--- src/rtl/muldiv_if.sv ---
// Request/result bus of the RV32M multiply/divide unit.
// The pipeline side uses the master modport and the unit uses the slave modport.
interface muldiv_if;
  logic        i_start;
  logic [2:0]  i_md_op;
  logic [31:0] i_op_a;
  logic [31:0] i_op_b;
  logic        i_flush;
  logic        o_busy;
  logic        o_valid;
  logic [31:0] o_md_data;

  modport master (
    output i_start, i_md_op, i_op_a, i_op_b, i_flush,
    input  o_busy, o_valid, o_md_data
  );

  modport slave (
    input  i_start, i_md_op, i_op_a, i_op_b, i_flush,
    output o_busy, o_valid, o_md_data
  );
endinterface

--- src/rtl/muldiv_unit.sv ---
// Iterative RV32M multiply/divide unit.
// Both multiply and divide work on operand magnitudes in a shared 64-bit accumulator.
// Each CALC cycle runs one radix-2 step: shift-add for multiply, restoring subtraction for divide.
// The sign fix-up and result selection happen in DONE.
// Status outputs are registered one cycle behind the FSM, so a start taken at edge N
// gives o_busy from edge N+1 and o_valid in the cycle after edge N+33.
module muldiv_unit (
  input  logic     i_clk,
  input  logic     i_reset,
  muldiv_if.slave  bus
);

  typedef enum logic [1:0] {IDLE, CALC, DONE} state_t;

  state_t      state_q, state_d;
  logic [2:0]  op_q, op_d;
  logic [31:0] opnd_q, opnd_d;    // addend (multiply) or divisor (divide) magnitude
  logic [63:0] acc_q, acc_d;      // product, or {remainder, quotient}
  logic [4:0]  cnt_q, cnt_d;
  logic        neg_q, neg_d;      // negate product / quotient
  logic        rneg_q, rneg_d;    // negate remainder
  logic        bzero_q, bzero_d;  // divisor was zero
  logic        busy_q, busy_d;
  logic        valid_q, valid_d;
  logic [31:0] data_q, data_d;

  // Operand decode for the incoming request
  logic        in_div, a_signed, b_signed, a_neg, b_neg;
  logic [31:0] mag_a, mag_b;
  assign in_div   = bus.i_md_op[2];
  assign a_signed = in_div ? ~bus.i_md_op[0] : (bus.i_md_op[1:0] != 2'b11);
  assign b_signed = in_div ? ~bus.i_md_op[0] : ~bus.i_md_op[1];
  assign a_neg    = a_signed & bus.i_op_a[31];
  assign b_neg    = b_signed & bus.i_op_b[31];
  assign mag_a    = a_neg ? (32'd0 - bus.i_op_a) : bus.i_op_a;
  assign mag_b    = b_neg ? (32'd0 - bus.i_op_b) : bus.i_op_b;

  // One radix-2 step of each algorithm
  logic [32:0] mul_sum, div_trial;
  logic [63:0] mul_step, div_step;
  assign mul_sum   = {1'b0, acc_q[63:32]} + {1'b0, (acc_q[0] ? opnd_q : 32'd0)};
  assign mul_step  = {mul_sum, acc_q[31:1]};
  assign div_trial = acc_q[63:31] - {1'b0, opnd_q};
  assign div_step  = div_trial[32] ? {acc_q[62:0], 1'b0}
                                   : {div_trial[31:0], acc_q[30:0], 1'b1};

  // Sign fix-up and result selection. The signed-overflow case produces 0x80000000/0 naturally.
  logic [63:0] prod;
  logic [31:0] quo, rem, result;
  assign prod = neg_q ? (64'd0 - acc_q) : acc_q;
  assign quo  = bzero_q ? 32'hFFFF_FFFF : (neg_q ? (32'd0 - acc_q[31:0]) : acc_q[31:0]);
  assign rem  = rneg_q ? (32'd0 - acc_q[63:32]) : acc_q[63:32];

  // Select the architectural result for the latched funct3
  always_comb begin
    result = rem;
    case (op_q)
      3'b000:                 result = prod[31:0];
      3'b001, 3'b010, 3'b011: result = prod[63:32];
      3'b100, 3'b101:         result = quo;
      default:                result = rem;
    endcase
  end

  // Next-state, datapath and registered-output logic
  always_comb begin
    state_d = state_q;
    op_d    = op_q;
    opnd_d  = opnd_q;
    acc_d   = acc_q;
    cnt_d   = cnt_q;
    neg_d   = neg_q;
    rneg_d  = rneg_q;
    bzero_d = bzero_q;
    busy_d  = (state_q != IDLE) && !bus.i_flush;
    valid_d = (state_q == DONE) && !bus.i_flush;
    data_d  = valid_d ? result : data_q;
    case (state_q)
      IDLE: begin
        if (bus.i_start && !bus.i_flush) begin
          state_d = CALC;
          op_d    = bus.i_md_op;
          cnt_d   = 5'd0;
          neg_d   = a_neg ^ b_neg;
          rneg_d  = a_neg;
          bzero_d = (bus.i_op_b == 32'd0);
          opnd_d  = in_div ? mag_b : mag_a;
          acc_d   = in_div ? {32'd0, mag_a} : {32'd0, mag_b};
        end
      end
      CALC: begin
        if (bus.i_flush) begin
          state_d = IDLE;
        end else begin
          acc_d = op_q[2] ? div_step : mul_step;
          cnt_d = cnt_q + 5'd1;
          if (cnt_q == 5'd31) state_d = DONE;
        end
      end
      DONE: state_d = IDLE;
      default: state_d = IDLE;
    endcase
  end

  // State and output registers with asynchronous reset
  always_ff @(posedge i_clk or posedge i_reset) begin
    if (i_reset) begin
      state_q <= IDLE;
      op_q    <= 3'd0;
      opnd_q  <= 32'd0;
      acc_q   <= 64'd0;
      cnt_q   <= 5'd0;
      neg_q   <= 1'b0;
      rneg_q  <= 1'b0;
      bzero_q <= 1'b0;
      busy_q  <= 1'b0;
      valid_q <= 1'b0;
      data_q  <= 32'd0;
    end else begin
      state_q <= state_d;
      op_q    <= op_d;
      opnd_q  <= opnd_d;
      acc_q   <= acc_d;
      cnt_q   <= cnt_d;
      neg_q   <= neg_d;
      rneg_q  <= rneg_d;
      bzero_q <= bzero_d;
      busy_q  <= busy_d;
      valid_q <= valid_d;
      data_q  <= data_d;
    end
  end

  assign bus.o_busy    = busy_q;
  assign bus.o_valid   = valid_q;
  assign bus.o_md_data = data_q;

endmodule

--- src/flat_wrapper.sv ---
// flat-port wrapper written by rule: the top's interface ports become plain ports
module muldiv_unit_flat 
  (i_clk, i_reset, bus_i_start, bus_i_md_op, bus_i_op_a, bus_i_op_b, bus_i_flush, bus_o_busy, bus_o_valid, bus_o_md_data);
  muldiv_if bus_i ();
  input  logic i_clk;
  input  logic i_reset;
  input wire logic [$bits(bus_i.i_start)-1:0] bus_i_start;
  input wire logic [$bits(bus_i.i_md_op)-1:0] bus_i_md_op;
  input wire logic [$bits(bus_i.i_op_a)-1:0] bus_i_op_a;
  input wire logic [$bits(bus_i.i_op_b)-1:0] bus_i_op_b;
  input wire logic [$bits(bus_i.i_flush)-1:0] bus_i_flush;
  output wire logic [$bits(bus_i.o_busy)-1:0] bus_o_busy;
  output wire logic [$bits(bus_i.o_valid)-1:0] bus_o_valid;
  output wire logic [$bits(bus_i.o_md_data)-1:0] bus_o_md_data;
  assign bus_i.i_start = bus_i_start;
  assign bus_i.i_md_op = bus_i_md_op;
  assign bus_i.i_op_a = bus_i_op_a;
  assign bus_i.i_op_b = bus_i_op_b;
  assign bus_i.i_flush = bus_i_flush;
  assign bus_o_busy = bus_i.o_busy;
  assign bus_o_valid = bus_i.o_valid;
  assign bus_o_md_data = bus_i.o_md_data;
  muldiv_unit u_core (.i_clk(i_clk), .i_reset(i_reset), .bus(bus_i));
endmodule
--- config.mk ---
export PLATFORM = sky130hd
export DESIGN_NAME = muldiv_unit_flat
export DESIGN_NICKNAME = d
export VERILOG_FILES = /design/src/rtl/muldiv_if.sv /design/src/rtl/muldiv_unit.sv /design/src/flat_wrapper.sv
export SDC_FILE = /design/constraint.sdc
export NUM_CORES = 1
export LEC_CHECK = 0
export CAP_MARGIN = 20
export CORE_AREA = 2 2 157 159
export DETAILED_ROUTE_END_ITERATION = 10
export DIE_AREA = 0 0 159 161
export GPL_TIMING_DRIVEN = 1
export PLACE_DENSITY = 0.81
export RECOVER_POWER = 50
export SLEW_MARGIN = 20
export SYNTH_ARGS = -nofsm -noshare
export SYNTH_HDL_FRONTEND = slang
export SYNTH_SLANG_ARGS = --single-unit
--- constraint.sdc ---
create_clock -name i_clk -period 9.7 [get_ports i_clk]
set_input_delay 2.425 -clock i_clk [delete_from_list [all_inputs] [get_ports i_clk]]
set_output_delay 2.425 -clock i_clk [all_outputs]
set_load 0.02 [all_outputs]
Yosys cells after proc, flatten, opt, wreduce, memory -nomap -nowiden
Cells that the tools add are included.
- reduce and logical (&&, ||, !) cells: 14
- bitwise logic cells: 5
- muxes and demuxes: 24
- add/subtract/negate cells: 8
- equality and inequality tests: 12
- operators with widths (cell ; count):
    $mux 64 ; 5
    $mux 32 ; 8
    $pmux 64 s2 ; 1
    $sub 1x32->32 const A ; 4
    $pmux 32 s3 ; 1
    $sub 1x64->64 const A ; 1
    $add 32x32->33 ; 1
    $sub 33x32->33 ; 1
    $logic_not 32->1 ; 1
    $mux 5 ; 2
    $pmux 5 s2 ; 1
    $eq 3x2->1 const B ; 2
    $eq 3x3->1 const B ; 2
    $mux 2 ; 3
    $add 5x1->5 const B ; 1
    $eq 5x5->1 const B ; 1
    $ne 2x2->1 const B ; 2
    $pmux 2 s2 ; 1
    $reduce_and 2->1 ; 2
    $reduce_bool 2->1 ; 2
    $eq 3x1->1 const B ; 1
    $logic_and 1x1->1 ; 3
    $logic_not 3->1 ; 1
    $ne 3x2->1 const B ; 1
    12 further kinds ; 15
- flip-flop bits (word level): 143
- output and inout bits: 34
- word-level logic and storage cells: 74
- input port bits: 71

Depth between registers and ports, before layout
Gate-level depths: netlist (run 1).
- word-level depth: 7
- gate-level depth with buffers: 14
- depth with buffers taken out: 13

Worst setup path after synthesis (run 1)
No wires, ideal clock.
- path type: input port to flip-flop
- from: in bus_i_op_b[4]
- to: reg u_core.acc_q[29]
- buffers on the path: 0
- data required time: 9.574 ns
- stages on the path: 9
- arrival time: 4.845 ns
- setup time: 0.126 ns
- setup slack: 4.729 ns
- cells stage by stage: or4_1 -> or4b_1 -> nor3b_2 -> nand3_1 -> nor2b_1 -> a31oi_1 -> xnor2_1 -> mux2i_1 -> a221o_1
- longest elaborated chain between the ends: 5
- ends and longest elaborated chain (item ; line ; text):
    start, declared ; flat_wrapper.sv:10 ; input wire logic [$bits(bus_i.i_op_b)-1:0] bus_i_op_b;
    $sub 1x32->32 ; muldiv_unit.sv:36 ; assign mag_b = b_neg ? (32'd0 - bus.i_op_b) : bus.i_op_b;
    $mux 32 ; muldiv_unit.sv:36 ;
    $mux 32 ; muldiv_unit.sv:88 ; acc_d = in_div ? {32'd0, mag_a} : {32'd0, mag_b};
    $mux 64 ; muldiv_unit.sv:80 ; if (bus.i_start && !bus.i_flush) begin
    $pmux 64 s2 ; muldiv_unit.sv:78 ; case (state_q)
    end signal, assigned ; muldiv_unit.sv:111 ; acc_q <= 64'd0;
    end signal, assigned ; muldiv_unit.sv:123 ; acc_q <= acc_d;
    end, declared ; muldiv_unit.sv:18 ; logic [63:0] acc_q, acc_d;
Every way passes these cells. The select of a mux whose other input is x is not followed.
A chain may end at the register's enable or synchronous reset.

Worst setup path in the final report (run 1)
- from: in bus_i_flush
- to: reg u_core.acc_q[31]
- longest elaborated chain between the ends: 4
- elaborated cells between the ends (all ways): 5
- those cells by class: eq/ne: 2; reduce/logical: 3
- ends and longest elaborated chain (item ; line ; text):
    start, declared ; flat_wrapper.sv:11 ; input wire logic [$bits(bus_i.i_flush)-1:0] bus_i_flush;
    $logic_not 1->1 ; muldiv_unit.sv:80 ;
    $logic_and 1x1->1 ; muldiv_unit.sv:80 ;
    $ne 2x1->1 (no line) ; - ;
    $reduce_and 3->1 (no line) (*) ; - ;
Every way passes the cells marked *; elsewhere a longest branch is shown, timed or not.

==> results of run 1 <==
-- logic make-up after synthesis --
| family | count (synthesis) | synth area share |
|---|---|---|
| compound gates | 637 | 0.276 |
| simple gates | 614 | 0.199 |
| buf+inv | 197 | 0.0535 |
| xor+xnor | 192 | 0.118 |
| flops | 143 | 0.252 |
| fa+ha+maj | 72 | 0.0645 |
| mux | 52 | 0.0373 |
-- state kept, by name, summed over array words and instances (netlist names) --
signal / flops
u_core.neg_q: 1
u_core.bus.o_valid: 1
u_core.bus.o_busy: 1
u_core.op_q: 3
u_core.state_q: 2
u_core.bzero_q: 1
u_core.cnt_q: 5
u_core.acc_q: 64
u_core.opnd_q: 32
u_core.bus.o_md_data: 32
u_core.rneg_q: 1
-- synth_stat cells (20+ instances only) --
cell | instances | area share
o21ai_1 | 50 | 0.018
xnor2_1 | 80 | 0.049
o31ai_1 | 22 | 0.012
mux2i_1 | 45 | 0.032
a21oi_1 | 186 | 0.066
inv_1 | 67 | 0.018
o21ai_0 | 158 | 0.056
xor2_1 | 112 | 0.069
a211oi_1 | 20 | 0.011
a21o_1 | 27 | 0.014
nand3_1 | 33 | 0.012
nor2_1 | 192 | 0.051
clkbuf_1 | 114 | 0.030
o221ai_1 | 21 | 0.013
or3_1 | 21 | 0.0092
o211ai_1 | 25 | 0.013
a31oi_1 | 22 | 0.0097
ha_1 | 70 | 0.062
dfrtp_1 | 143 | 0.25
nand2_1 | 204 | 0.054
nor3_1 | 44 | 0.015
-- report_power, final --
| part | total [W] | internal [W] | leakage (nW) | switching (W) |
|---|---|---|---|---|
| Clock | 0.000678 | 0.000363 | 0.274 | 0.000315 |
| Sequential | 0.00107 | 0.000731 | 1.83 | 0.000344 |
| Combinational | 0.00267 | 0.00104 | 4.73 | 0.00163 |
| Total | 0.00442 | 0.00213 | 6.84 | 0.00229 |
-- how the worst min path moves through the flow --
stage | start | end | slack (ps)
5_1_grt | u_core.bus.o_md_data[1] | u_core.bus.o_md_data[1] | 500
3_3_place_gp | u_core.bus.o_md_data[22] | u_core.bus.o_md_data[22] | 450
2_1_floorplan | u_core.opnd_q[25] | u_core.opnd_q[25] | 450
6_report | u_core.bus.o_md_data[22] | u_core.bus.o_md_data[22] | 470
3_5_place_dp | u_core.bus.o_md_data[22] | u_core.bus.o_md_data[22] | 460
4_1_cts | u_core.bus.o_md_data[22] | u_core.bus.o_md_data[22] | 480
-- critical path: stages --
cell	delay, ps
dlygate4sd3_1	780
nor4b_2	280
clkbuf_1	1480
nor2_4	460
buf_4	410
a2111oi_0	480
a221oi_1	120
-- metrics by stage --
stage          hold WS [ps]  setup slack [ps]  instances  area, um2  utilization
2_1_floorplan           449              3440       1907      14200            -
3_3_place_gp            452              3970       2223      15300        0.639
3_5_place_dp            463              3880       2224      15300        0.640
4_1_cts                 478              4330       2256      15900        0.664
5_1_grt                 502              3200       2256      15900        0.663
6_report                470              3440       2256      15900        0.663
-- layout make-up --
class / instances / area share
sequential: 143 / 0.225
timing repair buffer: 123 / 0.0737
clock buffer: 18 / 0.0270
clock inverter: 14 / 0.00929
inverter: 67 / 0.0159
tap: 324 / 0.0255
multi-input combinational: 1567 / 0.623
-- routing by layer --
metal	GRT usage	share of wire	vias to the layer above
met4	0.152	0.038	2
li1	-	-	6918
met5	0	0.00028	-
met3	0.0652	0.11	128
met2	0.558	0.44	867
met1	0.496	0.42	6900
-- cells in the final DEF (no fill, tap or decap), drive strengths merged, types with 33 or more instances in the layout --
cell type / Yosys / layout
nand2: 204 / 204
mux2i: 45 / 45
nand3: 33 / 33
ha: 70 / 70
nor3: 44 / 44
inv: 67 / 74
dfrtp: 143 / 143
dlygate4sd3: 0 / 36
a21oi: 186 / 186
xor2: 112 / 112
xnor2: 80 / 80
o21ai: 209 / 209
clkdlybuf4s50: 0 / 67
nor2: 192 / 192
==> summary.md, run 1 <==
| Metric | Value |
|---|---|
| Status | `complete, but fails checks` |
| Violated checks | `max-capacitance violations, max-slew violations` |
| Total gr overflow | `0` |
| Pre-antenna DRT Iters | `8` |
| Worst Path Max Fanout | `44` |
| Critical Path AT | `6470 ps` |
| Final net count | `2,062` |
| Hold WC Path Type | `flop to flop` |
| Synth warn | `0` |
| Routability-driven placement congestion ratio | `1.01` |
| Worst r2r src | `u_core.acc_q[31]` |
| Prevailing post-synth register cell | `dfrtp_1` |
| Antenna violations before repair | `1` |
| Power per cell area | `278 mW/mm2` |
| Worst Setup SP | `bus_i_flush` |
| Clock Sinks | `143` |
| Worst Path Required | `9920 ps` |
| Layout area overhead | `11.8%` |
| Fraction of layout cells with a size suffix above 1 | `0.0409` |
| Total power | `0.00442 W` |
| Worst setup EP type | `flop` |
| Mean Syn Cell Area | `7.45 um2` |
| Fmax achieved | `160 MHz` |
| Setup bufs post-CTS | `0` |
| Post-Route Skew | `17.3 ps` |
| Mapped Area | `0.0142 mm2` |
| Die width | `159 um` |
| CTS resizes | `0` |
| Clk_lat worst skew | `450 ps` |
| Total inserted antenna cells | `0` |
| H-Tree Depth | `4` |
| Startpoint types | `input pin` |
| Worst Setup EP | `u_core.acc_q[31]` |
| Worst vdd ir | `0.143 mV` |
| Core ar. | `0.0240 mm2` |
| Worst-Margin Slew | `3920 ps` |
| FF/Latch Area | `0.00358 mm2` |
| Initial core utilization | `0.593` |
| Max Slew Vio Count | `244` |
| R2r endpoint | `u_core.acc_q[41]` |
| Via count of the first global-routing pass | `13,665` |
| Synth cell types | `76` |
| RSZ-0062 raised after global routing | `false` |
| Post-route ant nets | `0` |
| Die H | `161 um` |
| Routed len/inst | `20.7 um` |
| IO Port Bufs | `104` |
| Fill cells | `2,114` |
| # rows | `57` |
| Clk slew on worst S/H paths | `70 ps` |
| Final min period | `6260 ps` |
| Hold buffer count at cts | `0` |
| Final Cycle Share | `0.645` |
| Slew headroom | `-1.63` |
| CTS tree | `done` |
| Area of the multi-input gates | `0.00990 mm2` |
| Die area | `0.0256 mm2` |
| Vias post-DR | `14,815` |
| Setup CP Type | `input pin to flop` |
| Vias per inst | `6.57` |
| Final setup violation count | `0` |
| Mapped Nets | `2,050` |
| Initial DRC Count | `1,776` |
| Total CTS buffers | `17` |
| #FFs+latches synth | `143` |
| Leak | `6.84 nW` |
| Setup TNS | `0 ps` |
| GRT Total Usage | `0.360` |
| Final hold vios | `0` |
| Post-DP HPWL | `34,800 um` |
| # DRC | `0` |
| IO Pins | `105` |
| Max Cap Viol | `4` |
| Async set-reset flop share out of synthesis | `1.00` |
| First-pass GRT wire length | `73,500 um` |
| Cells after Synth | `1,907` |
| EDFF count, synth | `0` |
| Largest net degree at the start of global routing | `87` |
| Register area share after synthesis | `0.252` |
| Reg2Reg Setup Slack | `4920 ps` |
| Worst hold stages | `2` |
| CTS Buffer Depth | `2` |
| Worst-case reg-to-reg path depth | `12` |
| Clk root buf | `clkbuf_16` |
| Routed WL | `46,600 um` |
(Power assumes the default switching activity.)
==> run 2, diff against run 1 <==
- CORE_AREA: 2 2 157 159 -> 2 2 164 166
- DIE_AREA: 0 0 159 161 -> 0 0 166 168
- PLACE_DENSITY: 0.81 -> 0.78
- clock period: 9.7 -> 5 ns (I/O delays scaled with it)
==> run 2 against run 1 <==
Compared with the run above: non-clock buffer count grew 12; combinational power grew 95%; power grew 94%; critical path type unchanged; flip-flop and latch count is the same; setup slack lost 2900 ps; sequential share of layout area shrank 0.16 points; critical path depth is the same; global-route usage shrank 3.4 points; clock power grew 92%; cell count grew 1.2%; the flow still finishes with violations (max-capacitance violations, max-slew violations); sequential power grew 91%.
==> summary.md, run 2 (synthesis results as in run 1) <==
| Metric | Value |
|---|---|
| Final hold vios | `0` |
| Routed len/inst | `20.3 um` |
| # rows | `60` |
| Combinational share of power | `0.609` |
| Sequential Power Share | `0.238` |
| Largest register FFs | `64` |
| IO Port Bufs | `104` |
| Die area | `0.0279 mm2` |
| Initial core utilization | `0.539` |
| Post-DP HPWL | `35,200 um` |
| IO Pins | `105` |
| First-pass GRT wire length | `73,300 um` |
| Hold buffer count at cts | `0` |
| P_sw | `0.00439 W` |
| Met1 wire length | `20,400 um` |
| Vias post-DR | `14,570` |
| Final Cycle Share | `0.899` |
| H-Tree Depth | `4` |
| Final net count | `2,074` |
| Non-Filler Instances | `2,284` |
| Hold WC Path Type | `flop to flop` |
| Met2 wire length | `20,100 um` |
| Power per cell area | `535 mW/mm2` |
| Fmax achieved | `222 MHz` |
| Clk_lat worst skew | `430 ps` |
| Vias per inst | `6.38` |
| Largest net degree at the start of global routing | `68` |
| Slew headroom | `-0.174` |
| Routability-driven placement congestion ratio | `0.968` |
| # DRC | `0` |
| CTS tree | `done` |
| Initial DRC Count | `1,399` |
| Leak | `6.83 nW` |
| Commonest non-fill, non-tap cells in the layout | `nand2_1, nor2_1, a21oi_1` |
| Via count of the first global-routing pass | `13,640` |
| Largest Register | `u_core.acc_q` |
| Final setup violation count | `0` |
| CTS Buffer Depth | `2` |
| Final min period | `4500 ps` |
| Total gr overflow | `0` |
| Setup CP Type | `input pin to flop` |
| RSZ-0062 raised after global routing | `false` |
| Violated checks | `max-capacitance violations, max-slew violations` |
| Fraction of layout cells with a size suffix above 1 | `0.0473` |
| Most common cell after layout, fill and taps aside | `nand2_1` |
| Uppermost routed layer | `met4` |
| CTS resizes | `0` |
| Layout area overhead | `12.6%` |
| Core ar. | `0.0264 mm2` |
| Switching share of total power | `0.513` |
| Startpoint types | `input pin` |
| Status | `complete, but fails checks` |
| Worst Path Max Fanout | `19` |
| Setup TNS | `0 ps` |
| Fill cells | `2,389` |
| Max Cap Viol | `1` |
| Post-Route Skew | `13.7 ps` |
| Critical Path AT | `4830 ps` |
| Die H | `168 um` |
| Antenna violations before repair | `0` |
| Max Slew Vio Count | `35` |
| FF/Latch Area | `0.00358 mm2` |
| Int Pwr | `0.00417 W` |
| Clk slew on worst S/H paths | `70 ps` |
| Worst-Margin Slew | `1760 ps` |
| Worst setup EP type | `flop` |
| Clock Sinks | `143` |
| Clk root buf | `clkbuf_16` |
| Routed WL | `46,400 um` |
| Cells after DPL | `2,252` |
| Worst Path Required | `5340 ps` |
| Worst vdd ir | `0.270 mV` |
| GRT Total Usage | `0.326` |
| Clock share of power | `0.152` |
| Pre-antenna DRT Iters | `6` |
| Die width | `166 um` |
| WL met3 | `4130 um` |
| Total inserted antenna cells | `0` |
| Final core occ | `0.607` |
| Area of the multi-input gates | `0.00991 mm2` |
| Setup bufs post-CTS | `0` |
| Total CTS buffers | `17` |
| Post-route ant nets | `0` |
## run 2: changes by cell type in the layout (fill, tap and decap cells not counted), sizes merged
| cell | delta |
|---|---|
| dlygate4sd3 | -19 |
| clkinv | -2 |
| buf | +11 |
| clkdlybuf4s50 | +19 |
| clkinvlp | +1 |
| inv | +1 |
## run 2: final timing paths
path	startpoint	endpoint	slack (ps)	depth (start not counted)
worst max-delay path	bus_i_flush	u_core.acc_q[60]	500	7
worst min-delay path	u_core.bus.o_md_data[10]	u_core.bus.o_md_data[10]	480	2
worst max register to register	u_core.acc_q[0]	u_core.acc_q[63]	640	12
worst min register to register	u_core.bus.o_md_data[10]	u_core.bus.o_md_data[10]	480	2
max in group asynchronous	i_reset	u_core.op_q[2]	870	4
min in group asynchronous	i_reset	u_core.acc_q[33]	1430	2
## run 2: through the flow
step / setup WS [ps] / cell area [um2] / power, W / hold WS [ps]
6_report: 503 / 16000 / 0.00856 / 476
5_1_grt: 329 / 16000 / 0.00915 / 502
4_1_cts: 776 / 16000 / 0.00840 / 486
3_5_place_dp: 495 / 15500 / 0.00708 / 470
3_3_place_gp: 530 / 15500 / 0.00699 / 453
2_1_floorplan: 1200 / 14200 / 0.00569 / 449
## run 2: power groups by stage
stage / sequential, W / combinational, W / clock, W
2_1_floorplan: 0.00169 / 0.00400 / 0
3_3_place_gp: 0.00201 / 0.00498 / 0
3_5_place_dp: 0.00203 / 0.00505 / 0
4_1_cts: 0.00200 / 0.00508 / 0.00132
5_1_grt: 0.00208 / 0.00572 / 0.00135
6_report: 0.00204 / 0.00521 / 0.00130
## run 2: cell type report
class / instances / area share
tap: 341 / 0.0267
clock buffer: 17 / 0.0266
sequential: 143 / 0.224
clock inverter: 14 / 0.00930
timing repair buffer: 135 / 0.0790
inverter: 67 / 0.0158
multi-input combinational: 1567 / 0.619
## run 2: routing by layer
metal,up-vias,global-route usage
met5,-,0
met4,0,0.140
met3,111,0.0472
met2,749,0.498
met1,6806,0.461
li1,6904,-
## run 2: worst max-delay path: stages
cell and delay [ps]:
dlygate4sd3_1 790, nor2_1 190, clkbuf_1 1010, nand2_1 810, nor3_1 600, nor2_1 80, o21ai_0 80
